### src/rtl/dmem_port_arbiter.sv
// Purpose : arbitrates one single-port data memory between a CPU core and a host/debug port.
// Latency : grant one cycle after a request from IDLE, zero-gap handover; read data one cycle after accept.
// Backpres: a requester holds req/we/addr/wdata until its grant cycle; the owner yields after MAX_HOLD
//           accepted transfers when the other side is waiting.
//
// Ports:
//   clk, rst_n                    clock, asynchronous active-low reset
//   cpu_req/we/addr/wdata         CPU transfer request (held until accepted)
//   cpu_gnt, cpu_rvalid           CPU owns the port / CPU read data valid on rdata_out
//   host_req/we/addr/wdata        host transfer request (held until accepted)
//   host_gnt, host_rvalid         host owns the port / host read data valid on rdata_out
//   mem_we, mem_addr, mem_wdata   memory strobe/address/data, zero outside accepting cycles
//   mem_rdata, rdata_out          memory read data (1-cycle latency), passed straight through
module dmem_port_arbiter #(
    parameter int unsigned MAX_HOLD = 4
) (
    input  logic        clk,
    input  logic        rst_n,
    input  logic        cpu_req,
    input  logic        cpu_we,
    input  logic [11:0] cpu_addr,
    input  logic [31:0] cpu_wdata,
    output logic        cpu_gnt,
    output logic        cpu_rvalid,
    input  logic        host_req,
    input  logic        host_we,
    input  logic [11:0] host_addr,
    input  logic [31:0] host_wdata,
    output logic        host_gnt,
    output logic        host_rvalid,
    output logic        mem_we,
    output logic [11:0] mem_addr,
    output logic [31:0] mem_wdata,
    input  logic [31:0] mem_rdata,
    output logic [31:0] rdata_out
);

    localparam logic [1:0] ST_IDLE     = 2'd0;
    localparam logic [1:0] ST_OWN_CPU  = 2'd1;
    localparam logic [1:0] ST_OWN_HOST = 2'd2;

    localparam logic OWNER_CPU  = 1'b0;
    localparam logic OWNER_HOST = 1'b1;

    // Count value at which the owner's next accepted transfer is its last under contention.
    localparam logic [3:0] HOLD_LAST = 4'(MAX_HOLD - 1);

    logic [1:0] state_q, state_d;
    logic [3:0] hold_cnt_q, hold_cnt_d;
    logic       last_owner_q, last_owner_d;
    logic       cpu_rvalid_q, host_rvalid_q;

    logic cpu_acc;
    logic host_acc;

    assign cpu_acc  = (state_q == ST_OWN_CPU)  && cpu_req;
    assign host_acc = (state_q == ST_OWN_HOST) && host_req;

    always_comb begin
        state_d      = state_q;
        hold_cnt_d   = hold_cnt_q;
        last_owner_d = last_owner_q;

        case (state_q)
            ST_IDLE: begin
                if (cpu_req && host_req) begin
                    // Tie goes to whoever did not own the port last.
                    state_d = (last_owner_q == OWNER_HOST) ? ST_OWN_CPU : ST_OWN_HOST;
                end else if (cpu_req) begin
                    state_d = ST_OWN_CPU;
                end else if (host_req) begin
                    state_d = ST_OWN_HOST;
                end
            end
            ST_OWN_CPU: begin
                if (!cpu_req) begin
                    state_d = host_req ? ST_OWN_HOST : ST_IDLE;
                end else if (host_req && (hold_cnt_q == HOLD_LAST)) begin
                    state_d = ST_OWN_HOST;
                end
            end
            ST_OWN_HOST: begin
                if (!host_req) begin
                    state_d = cpu_req ? ST_OWN_CPU : ST_IDLE;
                end else if (cpu_req && (hold_cnt_q == HOLD_LAST)) begin
                    state_d = ST_OWN_CPU;
                end
            end
            default: state_d = ST_IDLE;
        endcase

        // The counter saturates at HOLD_LAST so an uncontended owner yields on the
        // very next transfer once the other side starts waiting.
        if ((state_d != state_q) || (state_d == ST_IDLE)) begin
            hold_cnt_d = 4'd0;
        end else if ((cpu_acc || host_acc) && (hold_cnt_q != HOLD_LAST)) begin
            hold_cnt_d = hold_cnt_q + 4'd1;
        end

        if (state_d != state_q) begin
            if (state_d == ST_OWN_CPU) begin
                last_owner_d = OWNER_CPU;
            end else if (state_d == ST_OWN_HOST) begin
                last_owner_d = OWNER_HOST;
            end
        end
    end

    always_ff @(posedge clk or negedge rst_n) begin
        if (!rst_n) begin
            state_q       <= ST_IDLE;
            hold_cnt_q    <= 4'd0;
            last_owner_q  <= OWNER_HOST;
            cpu_rvalid_q  <= 1'b0;
            host_rvalid_q <= 1'b0;
        end else begin
            state_q       <= state_d;
            hold_cnt_q    <= hold_cnt_d;
            last_owner_q  <= last_owner_d;
            // rvalid tags the issuer at accept time, so a handover on the same edge
            // cannot redirect the returning data.
            cpu_rvalid_q  <= cpu_acc && !cpu_we;
            host_rvalid_q <= host_acc && !host_we;
        end
    end

    always_comb begin
        mem_addr  = 12'd0;
        mem_wdata = 32'd0;
        if (cpu_acc) begin
            mem_addr  = cpu_addr;
            mem_wdata = cpu_wdata;
        end else if (host_acc) begin
            mem_addr  = host_addr;
            mem_wdata = host_wdata;
        end
    end

    assign mem_we      = (cpu_acc && cpu_we) || (host_acc && host_we);
    assign cpu_gnt     = (state_q == ST_OWN_CPU);
    assign host_gnt    = (state_q == ST_OWN_HOST);
    assign cpu_rvalid  = cpu_rvalid_q;
    assign host_rvalid = host_rvalid_q;
    assign rdata_out   = mem_rdata;

endmodule

### config.mk
export PLATFORM = sky130hd
export DESIGN_NAME = dmem_port_arbiter
export DESIGN_NICKNAME = d
export VERILOG_FILES = /design/src/rtl/dmem_port_arbiter.sv
export SDC_FILE = /design/constraint.sdc
export NUM_CORES = 1
export LEC_CHECK = 0
export BUFFER_PORTS_ARGS = -buffer_cell sky130_fd_sc_hd__buf_2
export CORE_AREA = 5 5 77 79
export DETAILED_ROUTE_END_ITERATION = 12
export DIE_AREA = 0 0 82 84
export PLACE_DENSITY = 0.72
export SETUP_SLACK_MARGIN = 0.15
export SLEW_MARGIN = 30
export SYNTH_ARGS = -nofsm -noshare
export SYNTH_HDL_FRONTEND = slang
export SYNTH_SLANG_ARGS = --single-unit
export TNS_END_PERCENT = 20
### constraint.sdc
create_clock -name clk -period 2.66 [get_ports clk]
set_input_delay 0.266 -clock clk [delete_from_list [all_inputs] [get_ports clk]]
set_output_delay 0.266 -clock clk [all_outputs]
set_load 0.02 [all_outputs]
==> run metrics <==
status=finished, final reports clean; Routability Congestion=0.770; worst slew pin tran=0.842 ns; ANT nets after route=0; # diodes=0; Switching Power=0.000328 W; RR Startpoint=hold_cnt_q[0]; first-pass GRT wire length=6780 um; synth-to-layout area growth=45.0%; CTS H-tree depth=1; total grt overflow=0; gr usage total=between 10% and 20%; final std cells w/o fill=320; Worst-Skew Late Latency=0.24 ns; PwrDens=roughly 420 nW/um^2; Peak VDD IR=0.295 mV; Bufs on Longest Clock Path=2; flop and latch count out of synthesis=9; cts bufs inserted=3; number of global-route vias before repair=approximately 1.4k; crit share post-route=roughly nine tenths; Combinational Power Share=56.0%; final hold vios=0; drt pass-1 iters=4; worst hold path cell count=2; Seq pwr share=between 20% and 30%; worst r2r path cells=8; I/O pin count=207; P_int=between 0.0004 and 0.0005 W; Synth Area per Inst=8.95 um^2; Final Power=0.000781 W; sequential share of the synthesized area=between 10% and 20%; DRT Wirelength=4870 um; CP Launch Type=flip-flop; via count=1533; Max-Cap Viols=0; Die Y=84 um; RR Endpoint=last_owner_q; PostCTS Resize Cnt=0; Final nets=about 380; Residual DRC=0; placement row count=27; Initial Util=24.1%; Clock Pin Slew Worst Setup and Hold Paths=0.05 ns; largest net degree at the start of global routing=48; CTS tree=built; Net Sw Frac=42.0%; Period minus WS final=2.35 ns; WP data arrival=between 2 and 3 ns; detailed-route wire length per cell=between 15 and 20 um; vias per cell=4.79; WHS Endpoint=cpu_rvalid; final setup violation count=0; Leakage=about 1.1 nW; worst-path fanout max=4; Die X=approximately 82 um; Net Count, Synth=271; Mapped Area=1270 um^2; crit path capture type=flip-flop; RSZ-0062 raised after global routing=false; initial antenna violation count=0; hold crit path type=in -> reg; CP Class=reg -> reg; Max Freq=425 MHz; slew margin rel.=43.9%; Clock Sink Count=9; Port Buf Inserts=roughly 140; pre-CTS setup slack=0.221 ns; Die ar.=6890 um^2; Slew Limit Fails=0; R2R setup slack=0.31 ns; worst hold start=cpu_we; Post-DP Area=roughly 1800 um^2; synth warn=0; Clk network pwr share=21.4%; Placed Instances=approximately 310; hpwl dp=3990 um; Post-Syn Instances=142; Distinct cells, synth=30; DRT iter0 DRCs=36; layout cells sized above 1=roughly 65%; core outline area=5270 um^2; root buf cell=clkbuf_8; clock skew=between 0.003 and 0.004 ns; post-route setup slack=between 0.3 and 0.4 ns; post-route cell area=1840 um^2; WP data required=2.83 ns; setup_tns=0 ns
==> worst max-delay path: stages, from the launching register on <==
cell and delay, ns:
dfrtp_1 0.38, ha_1 0.18, nor3b_4 0.29, mux2_4 0.34, o21ai_2 0.14, nand3_1 0.13
ha_1 0.33, nor4_2 0.26, mux2i_1 0.22
==> placed cells by master, fill, tap and decap left out, types with 2 or more instances in the layout <==
master      n
a22o_1     45
nor2b_1     2
mux2i_1     3
and3_1      3
inv_1       2
mux2_4      2
nand3b_1    2
nor3_1      2
buf_2     142
ha_1        3
clkbuf_8    3
nand3_1     2
nor2_1      6
dfrtp_1     8
a21oi_1     2
o21ai_2     2
buf_4       3
==> through the flow <==
step / hold WS, ns / utilization (%)
5_1_grt: 0.190 / 35.0
4_1_cts: 0.189 / 34.8
3_5_place_dp: 0.127 / 33.8
2_1_floorplan: -0.0296 / -
6_report: 0.198 / 35.0
3_3_place_gp: 0.125 / 33.8
==> area by class of cell <==
class | count | area, um^2
sequential | 9 | 226
clock buffer | 3 | 41.3
tap | 72 | 90.1
timing repair buffer | 146 | 743
inverter | 2 | 7.51
fill | 552 | 3430
multi-input combinational | 87 | 729
clock inverter | 1 | 5.00
==> registers in the layout, indices dropped and copies added, names as in the netlist <==
| signal | flops |
|---|---|
| host_rvalid | 1 |
| cpu_rvalid | 1 |
| state_q | 2 |
| hold_cnt_q | 4 |
| last_owner_q | 1 |
==> repair_timing <==
action	CTS	global route
hold endpoints to repair	8	0
buffers inserted	0	1
endpoints found under the setup margin	0	1
hold buffers	1	0
==> kinds of logic after synthesis <==
| kind of cell | count (synthesis) | share of synthesized area (%) |
|---|---|---|
| AO/OA/AOI/OAI | 53 | 35.9 |
| buffers and inverters | 46 | 24.9 |
| AND/OR/NAND/NOR | 24 | 12.3 |
| flip-flops | 9 | 17.8 |
| multiplexers | 5 | 4.72 |
| adder cells (fa/ha/maj) | 3 | 2.95 |
| XOR/XNOR | 2 | 1.38 |
==> metal layers <==
metal / part of all wire [%] / track usage, % / routed length (um)
met5: 0 / 0 / 0
met4: 0.76 / 3.02 / 37
met3: 13 / 4.54 / 654
met2: 47 / 21.2 / 2310
met1: 38 / 14.2 / 1880
==> synth_stat cells, drive strengths merged <==
master / instances / share of area, %
a22o: 45 / 31
buf: 44 / 24
dfrtp: 8 / 16
nor2: 6 / 1.8
a21oi: 3 / 1.5
and3: 3 / 1.5
ha: 3 / 3.0
mux2i: 3 / 2.4
o21ai: 3 / 1.8
and3b: 2 / 1.4
inv: 2 / 0.59
mux2: 2 / 2.4
nand3: 2 / 0.79
nand3b: 2 / 1.2
nor2b: 2 / 0.98
nor3: 2 / 0.79
nor4: 2 / 1.5
and2b: 1 / 0.69
dfstp: 1 / 2.1
nand2: 1 / 0.29
nor3b: 1 / 1.5
o2111ai: 1 / 0.69
o31ai: 1 / 0.98
xnor2: 1 / 0.69
xor2: 1 / 0.69
==> power groups by stage <==
stage	clock network [W]	registers [W]	logic, W
floorplan	0	0.000169	0.000359
global placement	0	0.000179	0.000433
detailed placement	0	0.000179	0.000435
CTS	0.000172	0.000176	0.000440
global route	0.000178	0.000179	0.000472
finish	0.000167	0.000177	0.000437
==> how the worst max path moves through the flow <==
stage	to	startpoint	slack (ns)	cells past startpoint
after global routing	last_owner_q	hold_cnt_q[0]	0.15	8
final	last_owner_q	hold_cnt_q[0]	0.31	8
after detailed placement	last_owner_q	hold_cnt_q[0]	0.22	8
after floorplan	last_owner_q	hold_cnt_q[0]	0.41	8
after CTS	last_owner_q	hold_cnt_q[0]	0.20	8
after global placement	last_owner_q	hold_cnt_q[0]	0.33	8
(Power assumes the default switching activity.)
